**src/rtl/dram_axi_bridge.sv**
```systemverilog
// dram_axi_bridge
//   Turns core word reads / masked word writes into single-beat AXI4
//   transactions toward the MIG. Writes are posted through a small FIFO.
//   Reads wait for every queued and in-flight write to complete, which
//   gives read-after-write ordering.
// Ports
//   clk, rst_x          : clock, async active-low reset
//   i_rd_en/i_wr_en     : core requests (write wins when both are high)
//   i_addr/i_data/i_mask: byte address, write word, byte enables
//   o_busy              : request not accepted this cycle
//   o_data/o_data_valid : read beat (held) and its one-cycle valid pulse
//   o_rerr/o_werr       : read error (with valid), sticky write error
//   s_axi_*             : AXI4 master toward the MIG
module dram_axi_bridge #(
  parameter int          ADDR_WIDTH = 28,
  parameter int          DATA_WIDTH = 128,
  parameter int          WQ_DEPTH   = 4,
  parameter logic [3:0]  AXI_ID     = 4'd0
) (
  input  logic                    clk,
  input  logic                    rst_x,
  input  logic                    i_rd_en,
  input  logic                    i_wr_en,
  input  logic [31:0]             i_addr,
  input  logic [31:0]             i_data,
  input  logic [3:0]              i_mask,
  output logic                    o_busy,
  output logic [DATA_WIDTH-1:0]   o_data,
  output logic                    o_data_valid,
  output logic                    o_rerr,
  output logic                    o_werr,
  output logic [3:0]              s_axi_awid,
  output logic [ADDR_WIDTH-1:0]   s_axi_awaddr,
  output logic                    s_axi_awvalid,
  input  logic                    s_axi_awready,
  output logic [7:0]              s_axi_awlen,
  output logic [2:0]              s_axi_awsize,
  output logic [1:0]              s_axi_awburst,
  output logic                    s_axi_awlock,
  output logic [3:0]              s_axi_awcache,
  output logic [2:0]              s_axi_awprot,
  output logic [3:0]              s_axi_awqos,
  output logic [DATA_WIDTH-1:0]   s_axi_wdata,
  output logic [DATA_WIDTH/8-1:0] s_axi_wstrb,
  output logic                    s_axi_wlast,
  output logic                    s_axi_wvalid,
  input  logic                    s_axi_wready,
  input  logic [3:0]              s_axi_bid,
  input  logic [1:0]              s_axi_bresp,
  input  logic                    s_axi_bvalid,
  output logic                    s_axi_bready,
  output logic [3:0]              s_axi_arid,
  output logic [ADDR_WIDTH-1:0]   s_axi_araddr,
  output logic                    s_axi_arvalid,
  input  logic                    s_axi_arready,
  output logic [7:0]              s_axi_arlen,
  output logic [2:0]              s_axi_arsize,
  output logic [1:0]              s_axi_arburst,
  output logic                    s_axi_arlock,
  output logic [3:0]              s_axi_arcache,
  output logic [2:0]              s_axi_arprot,
  output logic [3:0]              s_axi_arqos,
  input  logic [3:0]              s_axi_rid,
  input  logic [DATA_WIDTH-1:0]   s_axi_rdata,
  input  logic [1:0]              s_axi_rresp,
  input  logic                    s_axi_rlast,
  input  logic                    s_axi_rvalid,
  output logic                    s_axi_rready
);
  localparam int STRB_W = DATA_WIDTH / 8;
  localparam int LSB    = $clog2(STRB_W);
  localparam int LANES  = DATA_WIDTH / 32;
  localparam int PW     = $clog2(WQ_DEPTH);
  localparam int CW     = PW + 1;

  typedef enum logic [1:0] {ST_IDLE, ST_DRAIN, ST_AR, ST_R} state_e;

  // Queue storage needs no reset: occupancy is tracked by wq_cnt_q.
  logic [ADDR_WIDTH-1:0] q_addr_mem [WQ_DEPTH];
  logic [31:0]           q_data_mem [WQ_DEPTH];
  logic [STRB_W-1:0]     q_strb_mem [WQ_DEPTH];

  state_e                state_q, state_d;
  logic [PW-1:0]         wr_ptr_q, wr_ptr_d, rd_ptr_q, rd_ptr_d;
  logic [CW-1:0]         wq_cnt_q, wq_cnt_d, ob_cnt_q, ob_cnt_d;
  logic                  aw_done_q, aw_done_d, w_done_q, w_done_d;
  logic                  bready_q;
  logic [ADDR_WIDTH-1:0] rd_addr_q, rd_addr_d;
  logic [DATA_WIDTH-1:0] o_data_q, o_data_d;
  logic                  o_dv_q, o_dv_d, o_rerr_q, o_rerr_d, o_werr_q, o_werr_d;

  logic                  wq_full, wq_empty, issue_ok, aw_hs, w_hs, b_hs, pop;
  logic                  wr_acc, rd_acc, rd_cap;
  logic [31:0]           lane_w;
  logic [ADDR_WIDTH-1:0] addr_al;
  logic [STRB_W-1:0]     strb_in;

  assign wq_full  = (wq_cnt_q == CW'(WQ_DEPTH));
  assign wq_empty = (wq_cnt_q == '0);
  assign o_busy   = wq_full | (state_q != ST_IDLE);
  assign wr_acc   = i_wr_en & ~o_busy;
  assign rd_acc   = i_rd_en & ~i_wr_en & ~o_busy;

  // Steering: align to the beat and shift the 4-bit mask to its word lane.
  assign lane_w  = (i_addr >> 2) & 32'(LANES - 1);
  assign addr_al = i_addr[ADDR_WIDTH-1:0] & ~ADDR_WIDTH'(STRB_W - 1);
  assign strb_in = STRB_W'(i_mask) << {lane_w[29:0], 2'b00};

  // Head issues only while the B window has room; each channel drops its
  // valid once its own handshake is done and waits for the joint pop.
  assign issue_ok = ~wq_empty & (ob_cnt_q != CW'(WQ_DEPTH));
  assign s_axi_awvalid = issue_ok & ~aw_done_q;
  assign s_axi_wvalid  = issue_ok & ~w_done_q;
  assign aw_hs = s_axi_awvalid & s_axi_awready;
  assign w_hs  = s_axi_wvalid & s_axi_wready;
  assign pop   = issue_ok & (aw_done_q | aw_hs) & (w_done_q | w_hs);
  assign b_hs  = s_axi_bvalid & bready_q;

  assign s_axi_awaddr = q_addr_mem[rd_ptr_q];
  assign s_axi_wdata  = {LANES{q_data_mem[rd_ptr_q]}};
  assign s_axi_wstrb  = q_strb_mem[rd_ptr_q];
  assign s_axi_wlast  = 1'b1;
  assign s_axi_bready = bready_q;

  assign s_axi_awid    = AXI_ID;
  assign s_axi_awlen   = 8'd0;
  assign s_axi_awsize  = 3'(LSB);
  assign s_axi_awburst = 2'b01;
  assign s_axi_awlock  = 1'b0;
  assign s_axi_awcache = 4'b0011;
  assign s_axi_awprot  = 3'd0;
  assign s_axi_awqos   = 4'd0;
  assign s_axi_arid    = AXI_ID;
  assign s_axi_arlen   = 8'd0;
  assign s_axi_arsize  = 3'(LSB);
  assign s_axi_arburst = 2'b01;
  assign s_axi_arlock  = 1'b0;
  assign s_axi_arcache = 4'b0011;
  assign s_axi_arprot  = 3'd0;
  assign s_axi_arqos   = 4'd0;

  assign s_axi_araddr  = rd_addr_q;
  assign s_axi_arvalid = (state_q == ST_AR);
  assign s_axi_rready  = (state_q == ST_R);
  assign rd_cap        = (state_q == ST_R) & s_axi_rvalid;

  assign o_data       = o_data_q;
  assign o_data_valid = o_dv_q;
  assign o_rerr       = o_rerr_q;
  assign o_werr       = o_werr_q;

  logic unused_ok;
  assign unused_ok = ^{s_axi_bid, s_axi_rid, s_axi_rlast, i_addr};

  always_comb begin
    wr_ptr_d  = wr_ptr_q + PW'(wr_acc);
    rd_ptr_d  = rd_ptr_q + PW'(pop);
    wq_cnt_d  = wq_cnt_q + CW'(wr_acc) - CW'(pop);
    aw_done_d = pop ? 1'b0 : (aw_done_q | aw_hs);
    w_done_d  = pop ? 1'b0 : (w_done_q | w_hs);
    ob_cnt_d  = ob_cnt_q;
    if (pop && !b_hs)                           ob_cnt_d = ob_cnt_q + 1'b1;
    else if (!pop && b_hs && ob_cnt_q != '0)    ob_cnt_d = ob_cnt_q - 1'b1;
    o_werr_d  = o_werr_q | (b_hs & (s_axi_bresp != 2'b00));
    rd_addr_d = rd_acc ? addr_al : rd_addr_q;
    o_data_d  = rd_cap ? s_axi_rdata : o_data_q;
    o_dv_d    = rd_cap;
    o_rerr_d  = rd_cap & (s_axi_rresp != 2'b00);
  end

  always_comb begin
    state_d = state_q;
    case (state_q)
      ST_IDLE:  if (rd_acc) state_d = ST_DRAIN;
      // Empty queue and zero outstanding B means every earlier write landed.
      ST_DRAIN: if (wq_empty && ob_cnt_q == '0) state_d = ST_AR;
      ST_AR:    if (s_axi_arready) state_d = ST_R;
      ST_R:     if (s_axi_rvalid) state_d = ST_IDLE;
      default:  state_d = ST_IDLE;
    endcase
  end

  always_ff @(posedge clk) begin
    if (wr_acc) begin
      q_addr_mem[wr_ptr_q] <= addr_al;
      q_data_mem[wr_ptr_q] <= i_data;
      q_strb_mem[wr_ptr_q] <= strb_in;
    end
  end

  always_ff @(posedge clk or negedge rst_x) begin
    if (!rst_x) begin
      state_q   <= ST_IDLE;
      wr_ptr_q  <= '0;
      rd_ptr_q  <= '0;
      wq_cnt_q  <= '0;
      ob_cnt_q  <= '0;
      aw_done_q <= 1'b0;
      w_done_q  <= 1'b0;
      bready_q  <= 1'b0;
      rd_addr_q <= '0;
      o_data_q  <= '0;
      o_dv_q    <= 1'b0;
      o_rerr_q  <= 1'b0;
      o_werr_q  <= 1'b0;
    end else begin
      state_q   <= state_d;
      wr_ptr_q  <= wr_ptr_d;
      rd_ptr_q  <= rd_ptr_d;
      wq_cnt_q  <= wq_cnt_d;
      ob_cnt_q  <= ob_cnt_d;
      aw_done_q <= aw_done_d;
      w_done_q  <= w_done_d;
      bready_q  <= 1'b1;
      rd_addr_q <= rd_addr_d;
      o_data_q  <= o_data_d;
      o_dv_q    <= o_dv_d;
      o_rerr_q  <= o_rerr_d;
      o_werr_q  <= o_werr_d;
    end
  end
endmodule

```
**config.mk**
```make
export PLATFORM = sky130hd
export DESIGN_NAME = dram_axi_bridge
export DESIGN_NICKNAME = d
export VERILOG_FILES = /design/src/rtl/dram_axi_bridge.sv
export SDC_FILE = /design/constraint.sdc
export NUM_CORES = 1
export LEC_CHECK = 0
export BUFFER_PORTS_ARGS = -buffer_cell sky130_fd_sc_hd__clkbuf_2
export CAP_MARGIN = 20
export CORE_AREA = 4 4 240 242
export DETAILED_ROUTE_END_ITERATION = 10
export DIE_AREA = 0 0 244 246
export PLACE_DENSITY = 0.6
export SLEW_MARGIN = 10
export SYNTH_ARGS = -nofsm -noshare
export SYNTH_HDL_FRONTEND = slang
export SYNTH_SLANG_ARGS = --single-unit
```
**constraint.sdc**
```tcl
create_clock -name clk -period 9.75 [get_ports clk]
set_input_delay 0.975 -clock clk [delete_from_list [all_inputs] [get_ports clk]]
set_output_delay 0.975 -clock clk [all_outputs]
set_load 0.005 [all_outputs]
```
; Yosys cells after proc, flatten, opt, wreduce, memory -nomap -nowiden
; Memory sizes are Yosys's and may differ from the RTL's.
; Cells that the tools add are included.
[totals]
ff_bits = 170
latchBits = 0
mem_bits_rw = 288
romBits = 0
output_inout_bits = 396
mem_count = 3
[op_classes]
n_addsub = 6
mul = 0
div = 0
order_cmp = 0
n_eq_ne = 9
shifts = 1
n_mux = 11
bitwise_logic = 23
n_reduce_logical = 15
[memory_table]
columns = memory, words, word_bits, rd, rd_ports_with_merged_regs, write_ports, line_no
row1 = q_data_mem, 4, 32, 1, 0, 1, 80  ; logic [31:0] q_data_mem [WQ_DEPTH];
row2 = q_addr_mem, 4, 24, 1, 0, 1, 79  ; logic [ADDR_WIDTH-1:0] q_addr_mem [WQ_DEPTH];
row3 = q_strb_mem, 4, 16, 1, 0, 1, 81  ; logic [STRB_W-1:0] q_strb_mem [WQ_DEPTH];
[ops]
columns = operator, count
row1 = $shl 4x4->16, 1
row2 = $and 1x1->1, 14
row3 = $mux 2, 4
row4 = $pmux 2 s4, 1
row5 = $reduce_bool 2->1, 4
row6 = $logic_not 3->1, 2
row7 = $mux 3, 2
row8 = $ne 2x2->1 const B, 3
row9 = $not 1->1, 5
row10 = $add 2x1->2, 2
row11 = $eq 2x2->1 const B, 2
row12 = $logic_and 1x1->1, 4
row13 = $mux 1, 4
row14 = $or 1x1->1, 4
row15 = $reduce_and 4->1, 1
row16 = $add 3x1->3, 1
row17 = $add 3x1->3 const B, 1
row18 = $eq 3x3->1 const B, 1
row19 = $ne 3x3->1 const B, 1
row20 = $reduce_bool 3->1, 1
row21 = $sub 3x1->3, 1
row22 = $sub 3x1->3 const B, 1
row23 = $eq 2x1->1 const B, 1
row24 = $logic_not 1->1, 2
row25 = 2 further kinds, 2

; Depth between registers and ports, before layout
[depth]
ltp_word = 13
ltp_mapped = 9

; Worst setup path before layout
; Ideal clock, no wire load.
[synth_timing]
path_kind = input-to-reg
startpoint = input i_wr_en
endpoint = memory q_addr_mem[1][0] (netlist bit) (enable)
setup_ps = 606
t_arrival_ps = 6429
required_ps = 9144
setup_slack_ps = 2715
cell_stages = 2
n_path_buf = 0
cell_sequence = nand3_1 > nor3b_1
[synth_between]
elab_chain_len = 3
[synth_rtl]
columns = element, line_no
row1 = "start, declared", 23  ; input logic i_wr_en,
row2 = $and 1x1->1, 101  ; assign wr_acc = i_wr_en & ~o_busy;
row3 = $mux 1, 184  ; if (wr_acc) begin
row4 = $mux 1 (not written as such), 185  ; q_addr_mem[wr_ptr_q] <= addr_al;
row5 = "end, declared", 79
; No other way between the ends.

; Worst setup path after layout
[layout_timing]
startpoint = register rd_ptr_q[0]
endpoint = output s_axi_wdata[100]
[layout_between]
elab_chain_len = 1
[layout_rtl]
columns = element, line_no
row1 = "start, declared", 84  ; logic [PW-1:0] wr_ptr_q, wr_ptr_d, rd_ptr_q, rd_ptr_d;
row2 = "start signal, assigned", 209  ; rd_ptr_q <= rd_ptr_d;
row3 = $mem_v2 4x32, --
row4 = "end, declared", 43  ; output logic [DATA_WIDTH-1:0] s_axi_wdata,
; No other way between the ends.

==> metrics.txt <==
# TYPE chip_impl_metric gauge
chip_impl_metric{name="relSlewSlack",unit=""} 0.285
chip_impl_metric{name="cts.sink_count",unit=""} 458
chip_impl_metric{name="dieArea",unit="um2"} 60000
chip_impl_metric{name="power_density",unit="nW/um2"} 311
chip_impl_metric{name="cp_data_arrival_time",unit="ns"} 3.17
chip_impl_metric{name="worst_hold_slack",unit="ns"} 0.484
chip_impl_info{name="layout_common_cells",value="clkbuf_2, edfxtp_1, dfrtp_1, mux2_2, mux4_2"} 1
chip_impl_metric{name="max_freq",unit="MHz"} 241
chip_impl_metric{name="ys_types",unit=""} 45
chip_impl_metric{name="buffer_ports.inserted",unit=""} 531
chip_impl_metric{name="setup_tns",unit="ns"} 0
chip_impl_metric{name="synth.ff_latch_count",unit=""} 458
chip_impl_metric{name="grt_first_pass_wirelength",unit="um"} 69300
chip_impl_metric{name="tightestPinTransition",unit="ns"} 1.07
chip_impl_metric{name="post_cts_hold_buffer_count",unit=""} 0
chip_impl_metric{name="cap_violations",unit=""} 0
chip_impl_metric{name="core_area",unit="um2"} 55100
chip_impl_metric{name="wire_per_inst",unit="um"} 21.5
chip_impl_metric{name="min_delay_path_depth",unit=""} 1
chip_impl_metric{name="die_height",unit="um"} 246
chip_impl_metric{name="grt_overflow_total",unit=""} 0
chip_impl_metric{name="syn_to_final_growth",unit="%"} 23.1
chip_impl_metric{name="drt_pass1_iterations",unit=""} 4
chip_impl_metric{name="critical_path_peak_fanout",unit=""} 42
chip_impl_info{name="yosys_most_used_dff",value="edfxtp_1"} 1
chip_impl_metric{name="grt_start_max_net_pins",unit=""} 96
chip_impl_metric{name="synth-warning-count",unit=""} 0
chip_impl_metric{name="worstPathRequired",unit="ns"} 8.78
chip_impl_info{name="holdCritPathClass",value="reg2reg"} 1
chip_impl_metric{name="h-tree-depth",unit=""} 2
chip_impl_info{name="min_from",value="o_werr"} 1
chip_impl_metric{name="std_cell_rows",unit=""} 86
chip_impl_metric{name="remaining_drc_errors",unit=""} 0
chip_impl_metric{name="vias_per_cell",unit=""} 4.44
chip_impl_metric{name="ys_seq_area_frac",unit=""} 0.703
chip_impl_metric{name="number_of_instances_resized_during_post_cts_repair",unit=""} 0
chip_impl_metric{name="finish.net_count",unit=""} 1671
chip_impl_metric{name="timing.final.crit_share",unit=""} 0.425
chip_impl_metric{name="ant_nets",unit=""} 0
chip_impl_metric{name="finalWeightedCongestion",unit=""} 0.800
chip_impl_metric{name="cts_buffers",unit=""} 49
chip_impl_info{name="criticalPathCategory",value="reg2out"} 1
chip_impl_metric{name="gr-usage-all-layers",unit=""} 0.155
chip_impl_metric{name="detailed_place_hpwl",unit="um"} 34600
chip_impl_metric{name="via_count_of_the_first_global_routing_pass",unit=""} 10500
chip_impl_metric{name="num_io_pins",unit=""} 614
chip_impl_info{name="layout.cells.most_common",value="clkbuf_2"} 1
chip_impl_metric{name="ys_async_sr_fraction",unit=""} 0.371
chip_impl_metric{name="drt_iter0_drc",unit=""} 328
chip_impl_metric{name="period_needed",unit="ns"} 4.15
chip_impl_metric{name="clkLatencyLatePin",unit="ns"} 0.58
chip_impl_metric{name="timing.final.max_slew_violations",unit=""} 0
chip_impl_metric{name="detail_route.wirelength",unit="um"} 48200
chip_impl_metric{name="detailroute.via_count",unit=""} 9947
chip_impl_metric{name="synthesized_instance_count",unit=""} 982
chip_impl_info{name="run_status",value="finished clean"} 1
chip_impl_metric{name="start_util",unit=""} 0.333
chip_impl_metric{name="hold_viol",unit=""} 0
chip_impl_metric{name="cts.repair_timing.setup_buffer_count",unit=""} 0
chip_impl_info{name="unrepaired_setup_endpoints_after_global_routing",value="false"} 1
chip_impl_metric{name="cts_clk_pin_slew_worst_paths",unit="ns"} 0.06
chip_impl_metric{name="ir_drop",unit="V"} 0.000179
chip_impl_metric{name="syn-cell-area",unit="um2"} 18400
chip_impl_metric{name="leak",unit="nW"} 9.31
chip_impl_metric{name="post_synth.cell_area_avg",unit="um2"} 18.7
chip_impl_metric{name="ff2ff_path_depth",unit=""} 6
chip_impl_metric{name="synth_edf_count",unit=""} 288
chip_impl_metric{name="report.power.total",unit="mW"} 7.02
chip_impl_info{name="rr_startpoint",value="state_q[0]"} 1
chip_impl_info{name="cp-start-kind",value="register"} 1
chip_impl_metric{name="setup_clock_skew_after_layout",unit="ns"} 0.0224
chip_impl_metric{name="setup_viol",unit=""} 0
chip_impl_metric{name="die_x",unit="um"} 244
chip_impl_metric{name="antenna_found_initial",unit=""} 12
chip_impl_metric{name="final_util",unit=""} 0.410
chip_impl_metric{name="cts_buffer_depth",unit=""} 3
chip_impl_info{name="setup.worst_path.end_class",value="primary output"} 1
chip_impl_info{name="cts_tree",value="done"} 1
chip_impl_info{name="cts.root.buffer_cell",value="clkbuf_16"} 1
chip_impl_info{name="crit_path_start",value="rd_ptr_q[0]"} 1
chip_impl_metric{name="layout-drive-gt1-share",unit=""} 0.578
cell usage after synthesis, drive strengths merged (2+ instances only):
cell | number | area share
nor3 | 4 | 0.0017
inv | 8 | 0.0016
and3 | 5 | 0.0017
nor2b | 4 | 0.0014
mux2i | 3 | 0.0016
xnor2 | 3 | 0.0014
mux2 | 153 | 0.094
nand2 | 4 | 0.00082
mux4 | 72 | 0.088
nand3 | 3 | 0.0011
a21oi | 2 | 0.00055
ha | 9 | 0.0061
nor2 | 15 | 0.0031
edfxtp | 288 | 0.47
fa | 2 | 0.0022
xor2 | 2 | 0.00095
conb | 2 | 0.00041
clkbuf | 13 | 0.0027
nor3b | 4 | 0.0019
and2 | 10 | 0.0034
dfrtp | 170 | 0.23
buf | 187 | 0.073
a21boi | 2 | 0.00082
through the flow:
step           instances  area [um2]  worst slack [ns]
2_1_floorplan       1048       18600              2.71
3_3_place_gp        2139       20900              6.07
3_5_place_dp        2139       20900              6.06
4_1_cts             2230       22600              5.39
5_1_grt             2236       22600              5.27
6_report            2242       22600              5.60
layout make-up:
class / count / area (um2)
fill: 5086 / 32500
sequential: 458 / 12900
multi-input combinational: 382 / 4290
timing repair buffer: 543 / 2760
clock buffer: 71 / 1380
tap: 748 / 936
clock inverter: 20 / 258
inverter: 8 / 30.0
antenna: 12 / 30.0
where the power goes:
group | leakage [nW] | internal [mW] | switching [mW] | total (mW)
logic | 3.89 | 1.19 | 1.11 | 2.30
clock network | 0.795 | 1.12 | 0.767 | 1.89
registers | 4.63 | 2.55 | 0.291 | 2.84
total | 9.31 | 4.86 | 2.17 | 7.02
cell families after synthesis:
| family | count (synthesis) | synth area share |
|---|---|---|
| compound gates | 14 | 0.00600 |
| fa+ha+maj | 11 | 0.00832 |
| other cells | 2 | 0.000409 |
| xor+xnor | 5 | 0.00239 |
| simple gates | 56 | 0.0181 |
| flops | 458 | 0.703 |
| buf+inv | 208 | 0.0778 |
| mux | 228 | 0.184 |
final timing paths:
| check | end | slack [ns] |
|---|---|---|
| setup / recovery | s_axi_wdata[100] | 5.60 |
| hold / removal | o_werr | 0.48 |
| setup reg to reg | q_strb_mem[1][11] | 6.86 |
| hold reg to reg | o_werr | 0.48 |
| max in group asynchronous | s_axi_araddr[24] | 7.70 |
| min in group asynchronous | o_data[59] | 0.49 |
registers in the layout, indices dropped and copies added (netlist names):
name / count
state_q: 2
w_done_q: 1
rd_ptr_q: 2
o_data_valid: 1
o_werr: 1
aw_done_q: 1
q_strb_mem: 64
q_addr_mem: 96
s_axi_araddr: 24
q_data_mem: 128
o_rerr: 1
s_axi_bready: 1
wr_ptr_q: 2
wq_cnt_q: 3
o_data: 128
ob_cnt_q: 3
worst max-delay path, cell delays in order (launching register included):
cell	delay, ns
dfrtp_4	0.87
buf_4	0.80
mux4_2	0.70
clkbuf_2	0.15
per-layer routing:
metal,vias up,wire [um],global-route usage
li1,4397,-,-
met1,5025,17400,0.172
met2,452,24500,0.267
met3,71,5340,0.0717
met4,2,988,0.0474
met5,-,14,0
Power figures use the tool's default switching activity.
